$ cat src/rtl/vga_fb_rect_fill.sv
// Avalon-MM write master filling single-colour rectangles into the frame buffer.
// Define VGA_FB_RECT_CLIP_EN to clamp/drop rectangles against H_RES x V_RES.
module vga_fb_rect_fill #(
  parameter int AVN_AW   = 18,
  parameter int AVN_DW   = 16,
  parameter int RGB_SIZE = 12,
  parameter int H_RES    = 320,
  parameter int V_RES    = 240,
  parameter int X_W      = 10,
  parameter int Y_W      = 9
) (
  input  logic                sys_clk,
  input  logic                sys_rst,
  input  logic                cmd_valid,
  output logic                cmd_ready,
  input  logic [X_W-1:0]      cmd_x0,
  input  logic [Y_W-1:0]      cmd_y0,
  input  logic [X_W-1:0]      cmd_x1,
  input  logic [Y_W-1:0]      cmd_y1,
  input  logic [RGB_SIZE-1:0] cmd_rgb,
  output logic                busy,
  output logic                done,
  output logic                fb_avn_read,
  output logic                fb_avn_write,
  output logic [AVN_AW-1:0]   fb_avn_address,
  output logic [AVN_DW-1:0]   fb_avn_writedata,
  input  logic                fb_avn_waitrequest
);

  localparam int AW1 = AVN_AW + 1;

  typedef enum logic [1:0] {
    IDLE,
    SETUP,
    WRITE,
    DONE
  } state_t;

  state_t state, state_n;

  logic [X_W-1:0]      xmin, xmax, x;
  logic [Y_W-1:0]      ymin, ymax, y;
  logic [RGB_SIZE-1:0] rgb;
  logic [AW1-1:0]      row_base;
  logic [AW1-1:0]      rb_setup;

  logic [X_W-1:0] nx_lo, nx_hi;
  logic [Y_W-1:0] ny_lo, ny_hi;
  logic           drop;
  logic           beat, last;

  always_comb begin
    nx_lo = (cmd_x0 > cmd_x1) ? cmd_x1 : cmd_x0;
    nx_hi = (cmd_x0 > cmd_x1) ? cmd_x0 : cmd_x1;
    ny_lo = (cmd_y0 > cmd_y1) ? cmd_y1 : cmd_y0;
    ny_hi = (cmd_y0 > cmd_y1) ? cmd_y0 : cmd_y1;
    drop  = 1'b0;
`ifdef VGA_FB_RECT_CLIP_EN
    drop = (int'(nx_lo) >= H_RES) || (int'(ny_lo) >= V_RES);
    if (int'(nx_hi) > H_RES - 1) nx_hi = X_W'(H_RES - 1);
    if (int'(ny_hi) > V_RES - 1) ny_hi = Y_W'(V_RES - 1);
`endif
  end

  assign beat     = fb_avn_write && !fb_avn_waitrequest;
  assign last     = (x == xmax) && (y == ymax);
  assign rb_setup = AW1'(ymin) * AW1'(H_RES);

  assign busy        = (state != IDLE);
  assign cmd_ready   = !busy;
  assign done        = (state == DONE);
  assign fb_avn_read = 1'b0;

  always_ff @(posedge sys_clk) begin
    if (sys_rst) state <= IDLE;
    else         state <= state_n;
  end

  always_comb begin
    state_n = state;
    unique case (state)
      IDLE:  if (cmd_valid) state_n = drop ? DONE : SETUP;
      SETUP: state_n = WRITE;
      WRITE: if (beat && last) state_n = DONE;
      DONE:  state_n = IDLE;
      default: state_n = IDLE;
    endcase
  end

  always_ff @(posedge sys_clk) begin
    if (sys_rst) begin
      xmin             <= '0;
      xmax             <= '0;
      ymin             <= '0;
      ymax             <= '0;
      x                <= '0;
      y                <= '0;
      rgb              <= '0;
      row_base         <= '0;
      fb_avn_write     <= 1'b0;
      fb_avn_address   <= '0;
      fb_avn_writedata <= '0;
    end else begin
      unique case (state)
        IDLE: if (cmd_valid) begin
          xmin <= nx_lo;
          xmax <= nx_hi;
          ymin <= ny_lo;
          ymax <= ny_hi;
          rgb  <= cmd_rgb;
        end
        SETUP: begin
          row_base         <= rb_setup;
          fb_avn_address   <= AVN_AW'(rb_setup + AW1'(xmin));
          x                <= xmin;
          y                <= ymin;
          fb_avn_writedata <= AVN_DW'(rgb);
          fb_avn_write     <= 1'b1;
        end
        WRITE: if (beat) begin
          if (x != xmax) begin
            x              <= x + X_W'(1);
            fb_avn_address <= fb_avn_address + AVN_AW'(1);
          end else if (y != ymax) begin
            x              <= xmin;
            y              <= y + Y_W'(1);
            row_base       <= row_base + AW1'(H_RES);
            fb_avn_address <= AVN_AW'(row_base + AW1'(H_RES) + AW1'(xmin));
          end else begin
            fb_avn_write   <= 1'b0;
          end
        end
        default: ;
      endcase
    end
  end

endmodule
$ cat config.mk
export PLATFORM = sky130hd
export DESIGN_NAME = vga_fb_rect_fill
export DESIGN_NICKNAME = d
export VERILOG_FILES = /design/src/rtl/vga_fb_rect_fill.sv
export SDC_FILE = /design/constraint.sdc
export NUM_CORES = 1
export LEC_CHECK = 0
export ABC_AREA = 0
export BUFFER_PORTS_ARGS = -buffer_cell sky130_fd_sc_hd__buf_2
export CAP_MARGIN = 20
export CORE_ASPECT_RATIO = 0.7
export CORE_MARGIN = 2
export CORE_UTILIZATION = 45
export CTS_CLUSTER_DIAMETER = 100
export CTS_CLUSTER_SIZE = 14
export DETAILED_ROUTE_END_ITERATION = 10
export PLACE_DENSITY = 0.75
export SYNTH_ARGS = -nofsm -noshare
export SYNTH_HDL_FRONTEND = slang
export SYNTH_SLANG_ARGS = --single-unit
$ cat constraint.sdc
create_clock -name sys_clk -period 4 [get_ports sys_clk]
set_clock_uncertainty 0.1 [all_clocks]
set_input_delay 0 -clock sys_clk [delete_from_list [all_inputs] [get_ports sys_clk]]
set_output_delay 0 -clock sys_clk [all_outputs]
set_load 0.1 [all_outputs]
==> run metrics <==
initial antenna violation count 0; Synth Register Bits ~110; Worst Max-Slew Pin Slew 944 ps; cells after synthesis about 950; DIE AREA between 0.015 and 0.02 sq mm; via-per-instance ratio about 5.7; critical setup path kind flop to flop; CTS root buffer clkbuf_16; most frequent cells in the layout nor2_1 (119), dfxtp_1 (114), buf_2 (86); share of cells above drive strength 1 0.145; CP required around 4200 ps; Num CTS Buffers 17; Die W between 150 and 200 um; clk slew on worst S/H paths 60 ps; Final ANT Viol Nets 0; Relative slew margins 0.371; Mapped Avg Cell Area around 8.1 sq um; Storage cell area 0.00228 sq mm; crit path DAT between 3000 and 4000 ps; Worst Hold Slack between 15 and 20 ps; CTS tree built; Die Y roughly 110 um; Layout Nets about 1200; placed instance area between 0.008 and 0.009 sq mm; P&R area growth vs syn 23.9%; NetSw roughly 3.5 mW; H-tree depth 4; n_diodes 0; Max Cap Viol 0; power share of the clock group 0.222; GRT Total Usage 0.241; Hold Path Class input pin to flop; Syn. warnings 0; final wirelength 21700 um; ys flop type dfxtp_1; Combinational Power Share 0.516; Worst setup SP type flop; TNS Setup 0 ps; count of different cell masters after synthesis 77; Finished Layout Cells between 1000 and 1500; Internal Power 3.69 mW; total design power between 7 and 8 mW; setup bufs post-CTS 0; outcome finished, final reports clean; commonest non-fill, non-tap cell in the layout nor2_1; Finish-stage setup viols 0; first-pass GRT wire length about 36000 um; Max Clk Rate between 300 and 400 MHz; Static Leak roughly 3.9 nW; unrepaired setup endpoints after global routing no; async set-or-reset flop fraction in the synthesized netlist 0; initial DRC count 678; DR WL/cell approximately 16 um; worst vdd ir 0.502 mV; fin util 0.576; Critical Path Fanout Max 24; Initial Util 0.465; Port Buf Inserts 87; fin crit period between 3000 and 4000 ps; CTS sink cnt 114; final worst slack 713 ps; sequential group share of total power 0.262; FILL cells between 1500 and 2000; worst slack, placed around 840 ps; largest net degree at the start of global routing 89; Placed Instances 1221; post-synthesis sequential area ratio 0.298; remaining global-route overflow 0; RePlAce Congestion ~0.86; core area ~0.016 sq mm; Slew Viols, Final 0; I/O pin cnt between 90 and 100; number of detailed-route iterations in the first pass 5; pwr/cell area 755 mW/mm^2; cell area after layout 0.00950 sq mm; area occupied by multi-input gates roughly 0.0050 sq mm; DRC errors left 0; via count 7487; crit end category flop; # resized after CTS 0; Post-synth EDFFs 0; flop-to-flop setup slack around 700 ps; fin crit share 0.822; vias in the first global route 7079; Rows 39; Sw Ratio 0.485; Clock Path Buffers 2; Post-Syn Area around 0.0077 sq mm; hold_buf cts 70; HPWL after detailed placement 14700 um; final hold violations 0; Clk Latency, worst-skew pair 420 ps
power by group through the flow:
stage | sequential, mW | combinational [mW] | clock [mW]
after floorplan | 2.34 | 2.35 | 0
after global placement | 1.87 | 3.50 | 0
after detailed placement | 1.88 | 3.55 | 0
after CTS | 1.87 | 3.66 | 1.60
after global routing | 1.93 | 4.02 | 1.65
final | 1.88 | 3.70 | 1.59
state kept, by name, summed over array words and instances (netlist names):
name	count
ymin	9
row_base	12
fb_avn_writedata	12
ymax	9
fb_avn_address	18
state	2
xmax	10
x	10
fb_avn_write	1
rgb	12
y	9
xmin	10
synthesized netlist by cell type, drive strengths merged, types with 4 or more instances:
master,count,area (sq um)
a211oi,59,465
a21o,8,60.1
a21oi,69,364
a22oi,8,60.1
and3,10,63.8
buf,23,154
clkbuf,37,189
dfxtp,114,2280
ha,50,626
inv,34,128
mux2i,55,551
nand2,80,303
nand3,32,160
nand4,11,75.1
nor2,120,453
nor2b,12,75.1
nor3,39,200
nor4,4,31.3
o211ai,5,37.5
o21a,7,52.6
o21ai,45,225
o31ai,9,67.6
or3,4,35.0
xnor2,42,368
xor2,17,149
final cells by class:
| type | count | area share |
|---|---|---|
| inverters | 35 | 0.0138 |
| clock inverters | 11 | 0.0161 |
| well taps | 225 | 0.0296 |
| repair buffers | 169 | 0.129 |
| flip-flops and latches | 114 | 0.240 |
| multi-input cells | 748 | 0.522 |
| clock buffers | 20 | 0.0491 |
kinds of logic after synthesis:
kind of cell,count (synthesis),synth area share
fa+ha+maj,52,0.0868
other cells,1,0.000489
simple gates,336,0.207
flops,114,0.298
xor+xnor,59,0.0674
mux,55,0.0718
compound gates,240,0.207
buf+inv,95,0.0618
path summary, 6_finish.rpt:
kind	start	cells past startpoint	to
worst max-delay path	state[0]	9	fb_avn_address[0]
worst min-delay path	cmd_y0[3]	3	ymin[3]
worst max register to register	state[0]	9	fb_avn_address[0]
worst min register to register	rgb[6]	2	rgb[6]
worst max-delay path: stages (launching register included):
cell     delay, ps
dfxtp_1        330
inv_1          120
ha_2           530
nor2b_1        220
nor4_1         610
a21o_1         500
buf_4          320
nor3_1          90
a21oi_1        210
a21oi_1        100
routing by layer:
metal,vias to the layer above,GRT usage,share of wire,wire length [um]
met4,0,0.0781,0.018,382
met1,3479,0.344,0.48,10400
li1,3696,-,-,-
met3,37,0.0433,0.070,1530
met5,-,0,0,0
met2,275,0.369,0.43,9430
Note: power is estimated with default switching activity, not from simulation.
